`src/rtl/riv_async_fifo_wr_ctrl_if.sv`:
```
// rtl/riv_async_fifo_wr_ctrl_if.sv - write-side bundle of the riv async FIFO: user, memory and cdc signals
interface riv_async_fifo_wr_ctrl_if #(
   parameter int ADDR_WIDTH = 10
);
   logic                  wr_en;
   logic                  full;
   logic                  almost_full;
   logic [ADDR_WIDTH-1:0] wr_level;
   logic                  overflow;
   logic                  mem_we;
   logic [ADDR_WIDTH-2:0] mem_waddr;
   logic [ADDR_WIDTH-1:0] waddr;
   logic                  wr_fsm_load;
   logic                  wr_fsm_req_ack;
   logic                  wr_fsm_recv_ack;
   logic [ADDR_WIDTH-1:0] raddr_wr;

   modport slave (
      input  wr_en, wr_fsm_recv_ack, raddr_wr,
      output full, almost_full, wr_level, overflow, mem_we, mem_waddr, waddr,
             wr_fsm_load, wr_fsm_req_ack
   );

   modport master (
      output wr_en, wr_fsm_recv_ack, raddr_wr,
      input  full, almost_full, wr_level, overflow, mem_we, mem_waddr, waddr,
             wr_fsm_load, wr_fsm_req_ack
   );
endinterface

```
`src/rtl/riv_async_fifo_wr_ctrl.sv`:
```
// rtl/riv_async_fifo_wr_ctrl.sv - write pointer, full/level flags and 4-phase pointer handshake
module riv_async_fifo_wr_ctrl #(
   parameter int ADDR_WIDTH   = 10,
   parameter int AFULL_THRESH = 2**(ADDR_WIDTH-1)-2
) (
   input logic                      wclk,
   input logic                      wrst_n,
   riv_async_fifo_wr_ctrl_if.slave  bus
);
   localparam logic [ADDR_WIDTH-1:0] DEPTH = {1'b1, {(ADDR_WIDTH-1){1'b0}}};
   localparam logic [ADDR_WIDTH-1:0] AFULL = ADDR_WIDTH'(AFULL_THRESH);

   typedef enum logic [1:0] {S_IDLE, S_LOAD, S_REQ, S_DRAIN} state_t;

   state_t                state;
   logic [ADDR_WIDTH-1:0] waddr_q;
   logic [ADDR_WIDTH-1:0] sent_ptr;
   logic [ADDR_WIDTH-1:0] level;
   logic                  full_w;
   logic                  we;
   logic                  overflow_q;
   logic                  load_q;
   logic                  req_q;

   // raddr_wr lags the reader, so level can only overstate occupancy
   assign level  = waddr_q - bus.raddr_wr;
   assign full_w = (level == DEPTH);
   assign we     = bus.wr_en & ~full_w & wrst_n;

   always_ff @(posedge wclk) begin
      if (!wrst_n) begin
         waddr_q    <= '0;
         overflow_q <= 1'b0;
      end else begin
         if (we)
            waddr_q <= waddr_q + 1'b1;
         if (bus.wr_en && full_w)
            overflow_q <= 1'b1;
      end
   end

   // snapshot taken in LOAD is the pre-increment waddr, matching what cdc latches
   always_ff @(posedge wclk) begin
      if (!wrst_n) begin
         state    <= S_IDLE;
         sent_ptr <= '0;
         load_q   <= 1'b0;
         req_q    <= 1'b0;
      end else begin
         case (state)
            S_IDLE: begin
               if (waddr_q != sent_ptr) begin
                  state  <= S_LOAD;
                  load_q <= 1'b1;
               end
            end
            S_LOAD: begin
               sent_ptr <= waddr_q;
               load_q   <= 1'b0;
               req_q    <= 1'b1;
               state    <= S_REQ;
            end
            S_REQ: begin
               if (bus.wr_fsm_recv_ack) begin
                  req_q <= 1'b0;
                  state <= S_DRAIN;
               end
            end
            S_DRAIN: begin
               if (!bus.wr_fsm_recv_ack)
                  state <= S_IDLE;
            end
            default: begin
               state  <= S_IDLE;
               load_q <= 1'b0;
               req_q  <= 1'b0;
            end
         endcase
      end
   end

   assign bus.full           = full_w;
   assign bus.almost_full    = (level >= AFULL);
   assign bus.wr_level       = level;
   assign bus.overflow       = overflow_q;
   assign bus.mem_we         = we;
   assign bus.mem_waddr      = waddr_q[ADDR_WIDTH-2:0];
   assign bus.waddr          = waddr_q;
   assign bus.wr_fsm_load    = load_q & wrst_n;
   assign bus.wr_fsm_req_ack = req_q & wrst_n;
endmodule

```
`src/flat_wrapper.sv`:
```
// flat-port wrapper written by rule: the top's interface ports become plain ports
module riv_async_fifo_wr_ctrl_flat 
#(
   parameter int ADDR_WIDTH   = 10,
   parameter int AFULL_THRESH = 2**(ADDR_WIDTH-1)-2
)
  (wclk, wrst_n, bus_wr_en, bus_wr_fsm_recv_ack, bus_raddr_wr, bus_full, bus_almost_full, bus_wr_level, bus_overflow, bus_mem_we, bus_mem_waddr, bus_waddr, bus_wr_fsm_load, bus_wr_fsm_req_ack);
  riv_async_fifo_wr_ctrl_if #(.ADDR_WIDTH(ADDR_WIDTH)) bus_i ();
  input logic wclk;
  input logic wrst_n;
  input wire logic [$bits(bus_i.wr_en)-1:0] bus_wr_en;
  input wire logic [$bits(bus_i.wr_fsm_recv_ack)-1:0] bus_wr_fsm_recv_ack;
  input wire logic [$bits(bus_i.raddr_wr)-1:0] bus_raddr_wr;
  output wire logic [$bits(bus_i.full)-1:0] bus_full;
  output wire logic [$bits(bus_i.almost_full)-1:0] bus_almost_full;
  output wire logic [$bits(bus_i.wr_level)-1:0] bus_wr_level;
  output wire logic [$bits(bus_i.overflow)-1:0] bus_overflow;
  output wire logic [$bits(bus_i.mem_we)-1:0] bus_mem_we;
  output wire logic [$bits(bus_i.mem_waddr)-1:0] bus_mem_waddr;
  output wire logic [$bits(bus_i.waddr)-1:0] bus_waddr;
  output wire logic [$bits(bus_i.wr_fsm_load)-1:0] bus_wr_fsm_load;
  output wire logic [$bits(bus_i.wr_fsm_req_ack)-1:0] bus_wr_fsm_req_ack;
  assign bus_i.wr_en = bus_wr_en;
  assign bus_i.wr_fsm_recv_ack = bus_wr_fsm_recv_ack;
  assign bus_i.raddr_wr = bus_raddr_wr;
  assign bus_full = bus_i.full;
  assign bus_almost_full = bus_i.almost_full;
  assign bus_wr_level = bus_i.wr_level;
  assign bus_overflow = bus_i.overflow;
  assign bus_mem_we = bus_i.mem_we;
  assign bus_mem_waddr = bus_i.mem_waddr;
  assign bus_waddr = bus_i.waddr;
  assign bus_wr_fsm_load = bus_i.wr_fsm_load;
  assign bus_wr_fsm_req_ack = bus_i.wr_fsm_req_ack;
  riv_async_fifo_wr_ctrl #(.ADDR_WIDTH(ADDR_WIDTH), .AFULL_THRESH(AFULL_THRESH)) u_core (.wclk(wclk), .wrst_n(wrst_n), .bus(bus_i));
endmodule
```
`config.mk`:
```
export PLATFORM = sky130hd
export DESIGN_NAME = riv_async_fifo_wr_ctrl_flat
export DESIGN_NICKNAME = d
export VERILOG_FILES = /design/src/rtl/riv_async_fifo_wr_ctrl_if.sv /design/src/rtl/riv_async_fifo_wr_ctrl.sv /design/src/flat_wrapper.sv
export SDC_FILE = /design/constraint.sdc
export NUM_CORES = 1
export LEC_CHECK = 0
export BUFFER_PORTS_ARGS = -buffer_cell sky130_fd_sc_hd__buf_2
export CORE_ASPECT_RATIO = 2
export CORE_MARGIN = 2
export CORE_UTILIZATION = 50
export CTS_CLUSTER_SIZE = 10
export DETAILED_ROUTE_END_ITERATION = 6
export PLACE_DENSITY = 0.79
export SLEW_MARGIN = 15
export SYNTH_ARGS = -nofsm -noshare
export SYNTH_HDL_FRONTEND = slang
export SYNTH_SLANG_ARGS = --single-unit
```
`constraint.sdc`:
```
create_clock -name wclk -period 4.4 [get_ports wclk]
set_clock_uncertainty 0.2 [all_clocks]
set_input_delay 0.44 -clock wclk [delete_from_list [all_inputs] [get_ports wclk]]
set_output_delay 0.44 -clock wclk [all_outputs]
set_load 0.005 [all_outputs]
```
==> run_results.csv <==
group,metric,value,unit
final_layout,fin_util,59.6,%
synthesis,syn-num-nets,260,
synthesis,mappedNetlistArea,1910,µm²
grt,first_global_vias,1775,
grt,grt_max_degree,26,
grt,gr-usage-all-layers,23.6,%
floorplanning,rows,31,
floorplanning,die-area,4360,µm²
clock_network,max-clock-path-buffers,2,
routing,drt_wl_total,4.94,mm
floorplanning,die_width,47.7,µm
clock_network,cts_hold_buf,0,
placement,routabilityCongestion,0.811,
timing,finalSetupViolations,0,
floorplanning,start_util,52.4,%
routing,route.detailed.wl_per_inst,15.5,µm
routing,viasPerCell,5.57,
run_status,status,"completed",
synthesis,yosys_warnings,0,
floorplanning,fp.dieH,91.4,µm
final_layout,final.fill_count,377,
final_layout,synthToLayoutAreaGrowth,13.9,%
synthesis,ys_seq_area_share,26.2,%
final_layout,most_frequent_cells_in_the_layout,"sky130_fd_sc_hd__buf_2, sky130_fd_sc_hd__dfxtp_1, sky130_fd_sc_hd__nor2_1, sky130_fd_sc_hd__inv_1, sky130_fd_sc_hd__a21oi_1",
timing,final_hold_viol_count,0,
synthesis,synth-edff-count,0,
critical_path,endpoint_kind,"output pin",
placement,buffer_ports.inserted,48,
critical_path,worst_r2r_startpoint,"u_core.bus.waddr[0]",
critical_path,critical_path_arrival,3.32,ns
routing,dr.pass1.iters,5,
routing,route.layer.met1.wl,1.79,mm
timing,slew-limit-headroom,55.6,%
clock_network,cts_tree,"done",
synthesis,synth_seq_cells,25,
clock_network,cts-htree-levels,1,
clock_network,clkSinkCount,25,
flow_run,max_cap_violations,0,
synthesis,ys_dominant_reg_cell,"sky130_fd_sc_hd__dfxtp_1",
critical_path,critPathLaunch,"u_core.bus.waddr[0]",
timing,maximum_clock_frequency,253,MHz
power,vdd_ir_drop_max,0.350,mV
critical_path,worstPathRequired,3.76,ns
timing,final_min_period,3.96,ns
routing,detailedRoute.firstIterationViolations,38,
floorplanning,boundaryPins,49,
power,power.leakage,1.01,nW
critical_path,timing.critical_path.from_type,"flop",
hold_path,worst_hold_path_type,"input port to flop",
synthesis,syn-mean-instance-area,8.27,µm²
timing,finalMaxSlewViolations,0,
final_layout,design.final.nets,300,
grt,antenna_found_initial,0,
grt,global_route_wire_length_before_repair,7.66,mm
critical_path,timing.setup.critical_path_class,"flop to output pin",
clock_network,post_cts.resized_instances,0,
timing,fin_crit_sh,90.0,%
timing,rsz0062_at_grt,"false",
routing,dr_wl_met3,72,µm
critical_path,path_max_fanout,12,
routing,detailroute.wirelength.met2,2.95,mm
clock_network,cts_root_buf,"sky130_fd_sc_hd__clkbuf_8",
final_layout,layout.cells.most_common,"sky130_fd_sc_hd__buf_2",
routing,routed-via-count,1778,
clock_network,cts_made_buffers,3,
clock_network,clk_latency,0.27,ns
routing,antenna_violating_nets_post_route,0,
floorplanning,core-area,3650,µm²
timing,setup_total_negative_slack,0,ns
clock_network,postCtsSetupBuffers,0,
final_layout,drive_gt1_share,23.7,%
clock_network,clk_pin_slew_worst_paths,0.08,ns
grt,overflow,0,
synthesis,ys_async_sr_fraction,0,%
routing,dr.max_layer_used,"met4",
routing,post-route-drc-count,0,
synthesis,ys_types,48,
placement,place.detailed.hpwl,3.92,mm
synthesis,syn-instance-count,231,
timing,max_slew.worst_pin.slew,0.665,ns
power,power.density_cell_area,292,nW/µm²
hold_path,min_from,"bus_wr_en",
final_layout,insertedDiodeCount,0,
where the power goes:
part	internal, mW	total [mW]	switching, mW
registers	0.246	0.264	0.0175
clock network	0.0648	0.136	0.0709
logic	0.105	0.235	0.129
total	0.416	0.634	0.218
kinds of logic after synthesis:
family | synth area share, %
and+or+nand+nor | 21.1
AOI/OAI and AO/OA | 18.8
buffers and inverters | 9.96
DFF | 26.2
xor gates and xnor gates | 7.34
adders and majority gates | 10.2
muxes | 6.36
stage by stage:
step | std cells | hold slack (ns) | setup WS [ns] | total power, mW | instance area [µm²]
after floorplan | 231 | 0.247 | 0.990 | 0.440 | 1910
after global placement | 315 | 0.264 | 0.881 | 0.495 | 2130
after detailed placement | 315 | 0.268 | 0.764 | 0.503 | 2130
after CTS | 319 | 0.258 | 0.462 | 0.638 | 2170
after global routing | 319 | 0.299 | 0.269 | 0.669 | 2170
final | 319 | 0.261 | 0.440 | 0.634 | 2170
layer usage:
| layer | GRT usage, % | vias to the layer above |
|---|---|---|
| met1 | 22.1 | 857 |
| met4 | 8.33 | 0 |
| li1 | - | 881 |
| met3 | 1.99 | 10 |
| met5 | 0 | - |
| met2 | 46.3 | 30 |
sequential cells by signal, summed over array words and instances, names as in the netlist:
| signal | flops |
|---|---|
| u_core.load_q | 1 |
| u_core.bus.overflow | 1 |
| u_core.state | 2 |
| u_core.bus.waddr | 10 |
| u_core.req_q | 1 |
| u_core.sent_ptr | 10 |
synth_stat cells (all sizes together), types with 2 or more instances:
| master | count | area, µm² |
|---|---|---|
| xor2 | 6 | 52.6 |
| buf | 12 | 88.8 |
| nand3 | 5 | 25.0 |
| a21oi | 16 | 80.1 |
| o2111ai | 4 | 41.3 |
| a221oi | 3 | 50.1 |
| inv | 22 | 82.6 |
| xnor2 | 10 | 87.6 |
| mux2i | 11 | 110 |
| nand2 | 10 | 37.5 |
| and2 | 4 | 27.5 |
| o41ai | 2 | 36.3 |
| nand4 | 7 | 43.8 |
| nor2 | 24 | 90.1 |
| ha | 14 | 175 |
| or2 | 2 | 12.5 |
| a31oi | 2 | 12.5 |
| and3 | 2 | 12.5 |
| nor4 | 2 | 12.5 |
| and4 | 2 | 17.5 |
| dfxtp | 25 | 500 |
| nor3 | 3 | 15.0 |
| or3 | 9 | 56.3 |
| o211a | 2 | 20.0 |
| a21o | 2 | 15.0 |
| nor2b | 6 | 37.5 |
| clkbuf | 4 | 15.0 |
| o21ai | 8 | 40.0 |
critical path, stage by stage (launching register included):
cell and delay (ns):
sky130_fd_sc_hd__dfxtp_1 0.51, sky130_fd_sc_hd__inv_1 0.12, sky130_fd_sc_hd__ha_1 0.26, sky130_fd_sc_hd__fa_1 0.41, sky130_fd_sc_hd__nor2b_1 0.20, sky130_fd_sc_hd__o211ai_2 0.13
sky130_fd_sc_hd__a21oi_1 0.26, sky130_fd_sc_hd__o2111ai_2 0.21, sky130_fd_sc_hd__o41ai_4 0.70, sky130_fd_sc_hd__nor2_1 0.09, sky130_fd_sc_hd__buf_2 0.15
final cells by class:
type | instances | area [µm²] | share of cell area, %
repair buffers | 51 | 263 | 12.1
well taps | 49 | 61.3 | 2.82
flip-flops and latches | 25 | 500 | 23.0
clock buffers | 4 | 45.0 | 2.07
multi-input cells | 167 | 1220 | 56.0
inverters | 23 | 86.3 | 3.97
worst paths after layout:
path / to / depth (start not counted) / slack [ns]
setup reg to reg: u_core.bus.waddr[1] / 11 / 0.76
setup / recovery: bus_mem_we / 10 / 0.44
hold reg to reg: u_core.bus.overflow / 2 / 0.29
hold / removal: u_core.bus.overflow / 3 / 0.26
Note: power is estimated with default switching activity, not from simulation.
